`src/rtl/key_pkg.sv`:
```
// Shared definitions for the key buffer load scheduler: word layout, FSM encoding, limits.
// Optional stall timeout is enabled with KEY_LOAD_SCHED_TIMEOUT_EN (see key_load_sched).
package key_pkg;

  localparam int LASTKEY  = 13;
  localparam int FIRST    = 12;
  localparam int LAST     = 11;
  localparam int BEGINGAP = 10;
  localparam int ENDGAP   = 9;
  localparam int MASK     = 8;

  localparam int KEY_W       = 14;
  localparam int GID_W       = 3;
  localparam int MAX_KEY_LEN = 511;
  localparam int STALL_W     = 10;

  localparam logic [1:0] ST_IDLE = 2'd0;
  localparam logic [1:0] ST_XFER = 2'd1;
  localparam logic [1:0] ST_ARM  = 2'd2;

  typedef struct packed {
    logic       lastkey;
    logic       first;
    logic       last;
    logic       begingap;
    logic       endgap;
    logic       mask;
    logic [7:0] data;
  } key_word_t;

endpackage

```
`src/rtl/rr_arbiter.sv`:
```
// Combinational round-robin pick: first set request at or above i_ptr, wrapping.
module rr_arbiter #(
  parameter int N     = 4,
  parameter int IDX_W = 3
) (
  input  logic [N-1:0]     i_req,
  input  logic [IDX_W-1:0] i_ptr,
  output logic [N-1:0]     o_gnt,
  output logic [IDX_W-1:0] o_idx
);

  // Walk from the farthest position back so the nearest request wins last.
  always_comb begin
    o_gnt = '0;
    o_idx = '0;
    for (int k = N - 1; k >= 0; k--) begin
      int j;
      j = int'(i_ptr) + k;
      if (j >= N) j = j - N;
      if (i_req[j]) begin
        o_gnt    = '0;
        o_gnt[j] = 1'b1;
        o_idx    = IDX_W'(j);
      end
    end
  end

endmodule

```
`src/rtl/key_load_sched.sv`:
```
// Round-robin key loader into the key buffer, arming a replay start after a full key set.
// Define KEY_LOAD_SCHED_TIMEOUT_EN to add a stall timeout and the timeout_err port.
module key_load_sched
  import key_pkg::*;
#(
  parameter int NUM_REQ = 4,
  parameter int LEN_W   = 9
) (
  input  logic                 clk,
  input  logic                 reset_n,
  input  logic [NUM_REQ-1:0]   req_valid,
  output logic [NUM_REQ-1:0]   req_ready,
  input  logic [8*NUM_REQ-1:0] req_data,
  input  logic [6*NUM_REQ-1:0] req_flags,
  input  logic [2*NUM_REQ-1:0] req_bytemode,
  output logic [1:0]           byte_mode,
  output logic [KEY_W-1:0]     write_key,
  output logic                 wren,
  input  logic                 buffer_almost_full,
  input  logic                 buffer_full,
  input  logic                 run_req,
  output logic                 start,
  output logic                 set_ready,
  output logic [GID_W-1:0]     grant_id,
  output logic [11:0]          key_count,
  output logic                 proto_err,
`ifdef KEY_LOAD_SCHED_TIMEOUT_EN
  output logic                 len_err,
  output logic                 timeout_err
`else
  output logic                 len_err
`endif
);

  logic [1:0]       r_state;
  logic [GID_W-1:0] r_gnt, r_ptr;
  logic [1:0]       r_bm;
  logic [LEN_W-1:0] r_cnt;
  logic [11:0]      r_key_count;
  key_word_t        r_wkey;
  logic             r_wren, r_start, r_proto_err, r_len_err;

  logic [NUM_REQ-1:0] w_onehot;
  logic [GID_W-1:0]   w_idx, w_ptr_nxt;
  logic               w_any, w_vld_g, w_rdy, w_acc, w_drop, w_len_hit, w_to_hit;
  logic [7:0]         w_data_g;
  logic [5:0]         w_flags_g;
  logic [1:0]         w_bm_sel;
  key_word_t          w_word;

  rr_arbiter #(.N(NUM_REQ), .IDX_W(GID_W)) u_arb (
    .i_req (req_valid),
    .i_ptr (r_ptr),
    .o_gnt (w_onehot),
    .o_idx (w_idx)
  );

  assign w_any = |w_onehot;

  always_comb begin
    w_vld_g   = 1'b0;
    w_data_g  = '0;
    w_flags_g = '0;
    w_bm_sel  = '0;
    for (int i = 0; i < NUM_REQ; i++) begin
      if (r_gnt == GID_W'(i)) begin
        w_vld_g   = req_valid[i];
        w_data_g  = req_data[8*i +: 8];
        w_flags_g = req_flags[6*i +: 6];
      end
      if (w_idx == GID_W'(i)) w_bm_sel = req_bytemode[2*i +: 2];
    end
  end

  assign w_rdy = ~buffer_almost_full & ~buffer_full;

  always_comb begin
    req_ready = '0;
    for (int i = 0; i < NUM_REQ; i++)
      req_ready[i] = (r_state == ST_XFER) && (r_gnt == GID_W'(i)) && w_rdy;
  end

  assign w_word    = {w_flags_g, w_data_g};
  assign w_acc     = (r_state == ST_XFER) & w_vld_g & w_rdy;
  // Only the opening beat of a grant is checked for the first flag.
  assign w_drop    = (r_cnt == '0) & ~w_word[FIRST];
  assign w_len_hit = (r_cnt == LEN_W'(MAX_KEY_LEN - 1)) & ~w_word[LAST];
  assign w_ptr_nxt = (r_gnt == GID_W'(NUM_REQ - 1)) ? '0 : r_gnt + 1'b1;

`ifdef KEY_LOAD_SCHED_TIMEOUT_EN
  logic [STALL_W-1:0] r_stall;
  logic               r_to_err;

  assign w_to_hit = (r_state == ST_XFER) & ~w_vld_g & (r_stall == {STALL_W{1'b1}});

  always_ff @(posedge clk or negedge reset_n) begin
    if (!reset_n) begin
      r_stall  <= '0;
      r_to_err <= 1'b0;
    end else begin
      if (r_state != ST_XFER || w_acc || w_to_hit) r_stall <= '0;
      else if (!w_vld_g)                           r_stall <= r_stall + 1'b1;
      if (w_to_hit) r_to_err <= 1'b1;
    end
  end

  assign timeout_err = r_to_err;
`else
  assign w_to_hit = 1'b0;
`endif

  always_ff @(posedge clk or negedge reset_n) begin
    if (!reset_n) begin
      r_state     <= ST_IDLE;
      r_gnt       <= '0;
      r_ptr       <= '0;
      r_bm        <= '0;
      r_cnt       <= '0;
      r_key_count <= '0;
      r_wkey      <= '0;
      r_wren      <= 1'b0;
      r_start     <= 1'b0;
      r_proto_err <= 1'b0;
      r_len_err   <= 1'b0;
    end else begin
      r_wren  <= w_acc & ~w_drop;
      r_start <= 1'b0;
      if (w_acc) r_wkey <= w_word;
      case (r_state)
        ST_IDLE: begin
          if (w_any) begin
            r_gnt   <= w_idx;
            r_bm    <= w_bm_sel;
            r_cnt   <= '0;
            r_state <= ST_XFER;
          end
        end
        ST_XFER: begin
          if (w_acc) begin
            r_cnt <= r_cnt + 1'b1;
            if (w_drop)    r_proto_err <= 1'b1;
            if (w_len_hit) r_len_err   <= 1'b1;
            // Length overrun releases like a last beat but never arms replay.
            if (w_word[LAST] || w_len_hit) begin
              r_key_count <= r_key_count + 1'b1;
              r_ptr       <= w_ptr_nxt;
              r_state     <= (w_word[LAST] && w_word[LASTKEY]) ? ST_ARM : ST_IDLE;
            end
          end else if (w_to_hit) begin
            r_ptr   <= w_ptr_nxt;
            r_state <= ST_IDLE;
          end
        end
        ST_ARM: begin
          if (run_req) begin
            r_start     <= 1'b1;
            r_key_count <= '0;
            r_state     <= ST_IDLE;
          end
        end
        default: r_state <= ST_IDLE;
      endcase
    end
  end

  assign grant_id  = r_gnt;
  assign byte_mode = r_bm;
  assign write_key = r_wkey;
  assign wren      = r_wren;
  assign start     = r_start;
  assign set_ready = (r_state == ST_ARM);
  assign key_count = r_key_count;
  assign proto_err = r_proto_err;
  assign len_err   = r_len_err;

endmodule
```
`config.mk`:
```
export PLATFORM = sky130hd
export DESIGN_NAME = key_load_sched
export DESIGN_NICKNAME = d
export VERILOG_FILES = /design/src/rtl/key_pkg.sv /design/src/rtl/rr_arbiter.sv /design/src/rtl/key_load_sched.sv
export SDC_FILE = /design/constraint.sdc
export NUM_CORES = 1
export LEC_CHECK = 0
export BUFFER_PORTS_ARGS = -buffer_cell sky130_fd_sc_hd__buf_2
export CAP_MARGIN = 20
export CORE_ASPECT_RATIO = 0.7
export CORE_MARGIN = 2
export CORE_UTILIZATION = 34
export CTS_CLUSTER_DIAMETER = 40
export DETAILED_ROUTE_END_ITERATION = 10
export SLEW_MARGIN = 20
export SYNTH_ARGS = -nofsm -noshare
export SYNTH_HDL_FRONTEND = slang
export SYNTH_HIERARCHICAL = 1
export SYNTH_SLANG_ARGS = --single-unit
```
`constraint.sdc`:
```
create_clock -name clk -period 7.9 [get_ports clk]
set_input_delay 0.395 -clock clk [delete_from_list [all_inputs] [get_ports clk]]
set_output_delay 0.395 -clock clk [all_outputs]
set_load 0.005 [all_outputs]
```
* After elaboration in Yosys (flattened, before gate mapping)
Index checks and enable logic that the tools add are counted.
** Storage, ports and cells
- Latch bits :: 0
- Memories kept :: 0
- Output and inout bits :: 40
- Logic and storage cells :: 155
- Bits in writable memories :: 0
- Bits of input ports :: 73
- Register bits after elaboration :: 49
- Bits in read-only memories :: 0
** Operators by class
- Bitwise gates (word level) :: 11
- Divide/modulo/power cells :: 0
- Multipliers :: 0
- Mux-type cells :: 64
- Eq/ne operators :: 13
- Add/sub/neg operators :: 10
- Shifts and indexed selects :: 0
- $lt $le $gt $ge :: 12
- Reduce and logical (&&, ||, !) cells :: 28
** Operator list (count)
- 32-bit by 1-bit greater-or-equal comparator with 1-bit output (second input constant) :: 4
- 32-bit by 4-bit < comparator with 1-bit output (second input constant) :: 4
- 32-bit two-way mux :: 4
- 32-bit by 4-bit greater-or-equal comparator with 1-bit output (second input constant) :: 3
- 32-bit by 4-bit subtractor with 32-bit output (second input constant) :: 3
- 12-bit two-way mux :: 3
- 8-bit two-way mux :: 4
- 6-bit two-way mux :: 4
- 12-bit one-hot mux with 2 select lines :: 1
- 1-bit two-way mux :: 18
- 2-bit two-way mux :: 9
- 9-bit two-way mux :: 2
- 9-bit one-hot mux with 2 select lines :: 1
- 4-bit two-way mux :: 4
- 3-bit two-way mux :: 5
- 1-bit logical AND :: 13
- 12-bit by 1-bit adder with 12-bit output (second input constant) :: 1
- 3-bit by 2-bit equality test with 1-bit output (second input constant) :: 4
- 3-bit AND reduction :: 4
- 9-bit by 1-bit adder with 9-bit output (second input constant) :: 1
- 9-bit equality test (second input constant) :: 1
- 9-bit logical NOT :: 1
- 3-bit by 2-bit adder with 4-bit output (second input constant) :: 2
- 1-bit binary-select mux with 2-bit select :: 4
- 20 further kinds :: 38

* Logic depth before layout (Yosys ltp)
- Depth in word-level cells :: 15
- Mapped depth :: 14
- Depth with buffers taken out :: 11

* Hierarchy
Netlist, hierarchy kept.
** Modules (own cells, without submodules)
- key_load_sched :: sequential area each 1226.2 um2, area an instance 2900.3 um2, cells each 317, times used 1
- rr_arbiter :: sequential area each 0.0 um2, area an instance 810.8 um2, cells each 109, times used 1

* Least setup slack after synthesis
Ideal clock, no wire load.
- Kind :: reg2reg
- Start point :: reg r_ptr[0]
- End point :: reg r_gnt[0] (netlist: grant_id[0])
- Path buffers :: 4
- Stages on the path, launching flop included :: 15
- Data arrival time :: 2986 ps
- Library setup time :: 133 ps
- Period minus slack after synthesis :: 3119 ps
- Setup slack :: 4781 ps
- Data required time :: 7767 ps
- Cells stage by stage :: dfrtp_1 buf_4 buf_2 inv_1 ha_1 clkbuf_1 nor3b_1 o21ai_0 a21oi_1 or4_1 nor4_1 nor3_1 clkbuf_1 nand2_1 o21ai_0
** Between the ends
- Longest elaborated chain between the ends :: 13
- Elaborated cells between the ends (all ways) :: 57
- Classes of those cells :: add/sub (7); order compare (12); mux (32); reduce/logical (6)
** Ends and longest elaborated chain
- from (decl) :: RTL line key_load_sched.sv:36 : logic [GID_W-1:0] r_gnt, r_ptr;
- from (signal assigned) :: RTL line key_load_sched.sv:146 : r_ptr <= w_ptr_nxt;
- from (signal assigned) :: RTL line key_load_sched.sv:150 : r_ptr <= w_ptr_nxt;
- 3-bit by 2-bit adder with 4-bit output :: RTL line rr_arbiter.sv:18 : j = int'(i_ptr) + k;
- 32-bit by 4-bit subtractor with 32-bit output / 32-bit by 4-bit greater-or-equal comparator with 1-bit output (equally long branches) :: RTL line rr_arbiter.sv:19 : if (j >= N) j = j - N;
- 32-bit two-way mux :: RTL line rr_arbiter.sv:19
- 32-bit by 1-bit greater-or-equal comparator with 1-bit output (implied by the code) / 32-bit by 4-bit < comparator with 1-bit output (equally long branches) :: RTL line rr_arbiter.sv:22 : o_gnt[j] = 1'b1;
- 1-bit logical AND (implied by the code) :: RTL line rr_arbiter.sv:22
- 1-bit two-way mux (implied by the code) :: RTL line rr_arbiter.sv:22
- 1-bit demux with 2-bit select
- 4-bit two-way mux (3 in a row) :: RTL line rr_arbiter.sv:20 : if (i_req[j]) begin
- 4-bit two-way mux (*) :: RTL line rr_arbiter.sv:20
- via w_onehot[2] :: RTL line key_load_sched.sv:43 : logic [NUM_REQ-1:0] w_onehot;
- 4-bit OR reduction (*) :: RTL line key_load_sched.sv:58 : assign w_any = |w_onehot;
- 2-bit AND reduction (no source line) (*)
- to (signal assigned) :: RTL line key_load_sched.sv:132 : r_gnt <= w_idx;
- to (decl) :: RTL line key_load_sched.sv:36
Mark *: on every way through the listed nets, which the timed path passes. The rest lies on a longest branch. The select of a mux whose other input is x is not followed.
A chain may end at the register's enable or synchronous reset.

* Worst setup path after layout
- Start point :: reg r_ptr[0]
- End point :: reg r_cnt[6]
** Between the ends
- Longest elaborated chain between the ends :: 14
- Elaborated cells between the ends (all ways) :: 54
- Classes of those cells :: add/sub (7); order compare (12); eq/ne (1); mux (28); reduce/logical (6)
** Ends and longest elaborated chain
- 3-bit by 2-bit adder with 4-bit output :: RTL line rr_arbiter.sv:18
- 32-bit by 4-bit subtractor with 32-bit output / 32-bit by 4-bit greater-or-equal comparator with 1-bit output (equally long branches) :: RTL line rr_arbiter.sv:19
- 32-bit two-way mux :: RTL line rr_arbiter.sv:19
- 32-bit by 1-bit greater-or-equal comparator with 1-bit output (implied by the code) / 32-bit by 4-bit < comparator with 1-bit output (equally long branches) :: RTL line rr_arbiter.sv:22
- 1-bit logical AND (implied by the code) :: RTL line rr_arbiter.sv:22
- 1-bit two-way mux (implied by the code) :: RTL line rr_arbiter.sv:22
- 1-bit demux with 2-bit select
- 4-bit two-way mux (3 in a row) :: RTL line rr_arbiter.sv:20
- 4-bit two-way mux (*) :: RTL line rr_arbiter.sv:20
- via w_onehot[1] :: RTL line key_load_sched.sv:43
- 4-bit OR reduction (*) :: RTL line key_load_sched.sv:58
- 2-bit != test (no source line) (*)
- 3-bit AND reduction (no source line) (*)
- to (signal assigned) :: RTL line key_load_sched.sv:140 : r_cnt <= r_cnt + 1'b1;
- to (decl) :: RTL line key_load_sched.sv:38 : logic [LEN_W-1:0] r_cnt;
Marks and branches as above.

==> results.py <==
metrics = {
    "critical_path": {
        "cp_slowest_cell": "dfrtp_1",
        "crit_buf_inv": 2,
        "critPathTopFamily": "flip-flops",
        "required_ns": 8.12,
        "ff2ff_path_depth": 12,
        "worstPathCellList": "inv_1 > ha_1 > mux4_2 > or2_2 > a31oi_1 > a221oi_1 > nor4_1 > nor3_1 > buf_4 > a21oi_1 > o21ai_0 > o21ai_0",
        "worstSetupEndpoint": "r_cnt[6]$_DFFE_PN0P_",
        "crit_fanout": 27,
        "cp_common_cell": "o21ai_0",
        "crit_path_start": "r_ptr[0]$_DFFE_PN0P_",
        "cpPeakStageDelay_ns": 1.00,
        "worstPathArrival_ns": 4.30,
        "path_class": "reg2reg",
        "r2r-end": "r_cnt[6]$_DFFE_PN0P_",
        "end_kind": "flop",
        "start_kind": "flop",
        "crit_cells": 12,
        "rrSetupSlack_ns": 3.82,
        "worstReg2RegStart": "r_ptr[0]$_DFFE_PN0P_",
    },
    "clock_tree": {
        "clk_pin_slew_ns": 0.07,
        "cts.sinks": 49,
        "clockRootBuffer": "clkbuf_16",
        "clock_latency_ns": 0.29,
        "cts_setup_buffers": 0,
        "cts.hold.buffers_added": 0,
        "h-tree-depth": 2,
        "cts_tree": "done",
        "post_cts_resized": 0,
        "numCtsBuffers": 5,
        "cts_max_path_buffers": 2,
    },
    "placement": {
        "dp.final_hpwl_um": 8191,
        "io_buffers": 112,
        "dpl_worst_slack_ns": 3.906,
        "dpl_cell_area_um2": 4373,
        "gp_congestion": 0.8419,
    },
    "floorplan": {
        "die_area_um2": 11780,
        "die_h_um": 91.41,
        "start_util_pct": 35.44,
        "io_pins": 113,
        "die_x_um": 128.9,
        "rows": 31,
        "core_area_um2": 10470,
    },
    "synth": {
        "netlist_area_um2": 3711,
        "ys_warn_count": 6,
        "syn_area_per_cell_um2": 8.711,
        "synth_top_area_share_pct": 33.04,
        "post-synth-top-area-cell": "dfrtp_1",
        "yosys-top-cells-area": "dfrtp_1, ha_1, a21oi_1, nand2_1, nand3b_1",
        "ys_ff_latch": 49,
        "syn_nets": 520,
        "ys.flop_type": "dfrtp_1",
        "synth_cell_types": 61,
        "syn_inst": 426,
        "ys_seq_area_share_pct": 33.04,
        "synth_edf_count": 0,
        "async_flop_share_pct": 100.0,
    },
    "grt": {
        "overflow": 0,
        "antenna_found_initial": 0,
        "grtUsageTotal_pct": 18.61,
        "grt_pass1_wl_um": 17620,
        "grt_max_degree": 50,
        "grt_pass1_vias": 3400,
    },
    "routing": {
        "dr_wl_met2_um": 5013,
        "vias": 3613,
        "wl_met3_um": 409,
        "drt-wirelength-per-cell_um": 16.65,
        "wirelength_met1_um": 5481,
        "drt-total-wl_um": 10970,
        "drt_iter0_drc": 237,
        "ant_nets": 0,
        "drc": 0,
        "dr.pass1.iters": 4,
        "top_layer": "met4",
        "viasPerCell": 5.483,
    },
    "pwr": {
        "leakage_nw": 2.062,
        "p_per_area_nw_per_um2": 305.7,
        "peakVddDrop_uv": 116.2,
    },
    "final_layout": {
        "area_growth_pct": 21.78,
        "final_util_pct": 43.15,
        "seqCellArea_um2": 1226,
        "drive_gt1_share_pct": 27.51,
        "post-route-cell-area_um2": 4519,
        "diodes": 0,
        "multi_input_area_um2": 2316,
        "num-nets-final": 620,
        "fillers": 1060,
    },
    "sta": {
        "rsz0062_at_grt": "false",
        "period_share_pct": 51.64,
        "setup_tns_ns": 0,
        "finClkSkew_ns": 0.007880,
        "min_period_ns": 4.080,
        "hold_viol_final": 0,
        "fmax_mhz": 245.1,
        "worst_slack_ns": 3.820,
        "setup_viol": 0,
        "max-slew-margin-rel_pct": 29.94,
        "drv_slew": 0,
        "worstMarginPinSlew_ns": 1.051,
    },
    "run": {
        "cap_violations": 0,
    },
    "status": {
        "status": "finished clean",
    },
    "min_path": {
        "hp-class": "in2async",
    },
}
[flip-flops by register name, summed over array words and instances, names as in the netlist]
name       cells
proto_err      1
byte_mode      2
start          1
wren           1
key_count     12
r_cnt          9
r_ptr          3
write_key     14
grant_id       3
r_state        2
len_err        1
[stage by stage]
| stage | hold WS [ns] | power, W | std cells |
|---|---|---|---|
| 2_1_floorplan | 0.09941 | 0.0009250 | 426 |
| 3_3_place_gp | 0.4408 | 0.001144 | 651 |
| 3_5_place_dp | 0.4508 | 0.001164 | 651 |
| 4_1_cts | 0.2317 | 0.001388 | 659 |
| 5_1_grt | 0.2614 | 0.001497 | 659 |
| 6_report | 0.2035 | 0.001381 | 659 |
[logic make-up (layout without fill, tap and decap cells)]
kind of cell	count (synthesis)	in the layout	synth area share, %
and+or+nand+nor	167	167	24.95
AOI/OAI and AO/OA	122	122	22.12
DFF	49	49	33.04
buffers and inverters	41	142	4.552
adders and majority gates	21	21	7.080
muxes	18	18	6.372
xor gates and xnor gates	8	8	1.888
[placed cells by master (no fill, tap or decap), types with 4 or more instances in the layout]
master and n:
mux4_2 4, nand4_1 6, nand3b_1 14, buf_4 6, and3_1 6, clkbuf_16 5
o21a_1 10, xor2_1 6, o211ai_1 14, nand2_1 51, nand3_1 11, and2_1 9
nor2_1 18, buf_2 112, a221oi_1 4, o21ai_0 17, inv_1 16, a21oi_1 42
ha_1 21, nand2b_1 8, mux2_2 5, or4_1 5, nor3_1 10, and4_1 4
nor3b_1 4, nor2b_1 6, dfrtp_1 49, o31ai_1 8, mux2i_1 9
[metal layers]
metal  GRT usage, %  vias to the layer above
li1               -                     1770
met1          28.04                     1747
met2          28.00                       89
met3          3.595                        7
met4          2.808                        0
met5              0                        -
[worst reg2reg max path: cells and delay by family (launching register included)]
family                   cells  cell delay [ns]
flip-flops                   1             1.00
AND/OR/NAND/NOR              3             0.85
adder cells (fa/ha/maj)      1             0.61
AO/OA/AOI/OAI                5             0.61
buffers and inverters        2             0.48
multiplexers                 1             0.45
[power breakdown]
part	internal [W]	total, W	switching (W)
combinational	0.000325	0.000766	0.000441
sequential	0.000319	0.000399	0.0000803
clock	0.000118	0.000216	0.0000979
total	0.000762	0.00138	0.000619
[Yosys cell counts, types with 6 or more instances]
cell type / n
a21oi_1: 42
and2_1: 9
and3_1: 6
buf_2: 6
clkbuf_1: 16
dfrtp_1: 49
ha_1: 21
inv_1: 16
mux2i_1: 9
nand2_1: 51
nand2b_1: 8
nand3_1: 11
nand3b_1: 14
nand4_1: 6
nor2_1: 18
nor2b_1: 6
nor3_1: 10
o211ai_1: 14
o21a_1: 10
o21ai_0: 17
o31ai_1: 8
xor2_1: 6
[cell type report]
type	count	area share [%]
Clock buffer	5	2.769
Timing Repair Buffer	118	13.40
Sequential cell	49	27.13
Tap cell	132	3.654
Multi-Input combinational cell	336	51.25
Clock inverter	3	0.4707
Inverter	16	1.329
[how the worst min path moves through the flow]
stage                                from                   endpoint  cells past startpoint
finish                            reset_n   key_count[8]$_DFFE_PN0P_                      2
global route                      reset_n   key_count[6]$_DFFE_PN0P_                      2
CTS                               reset_n  key_count[11]$_DFFE_PN0P_                      2
detailed placement  proto_err$_DFFE_PN0P_      proto_err$_DFFE_PN0P_                      1
global placement    proto_err$_DFFE_PN0P_      proto_err$_DFFE_PN0P_                      1
floorplan                         reset_n   byte_mode[0]$_DFFE_PN0P_                      0
Note: power is estimated with default switching activity, not from simulation.
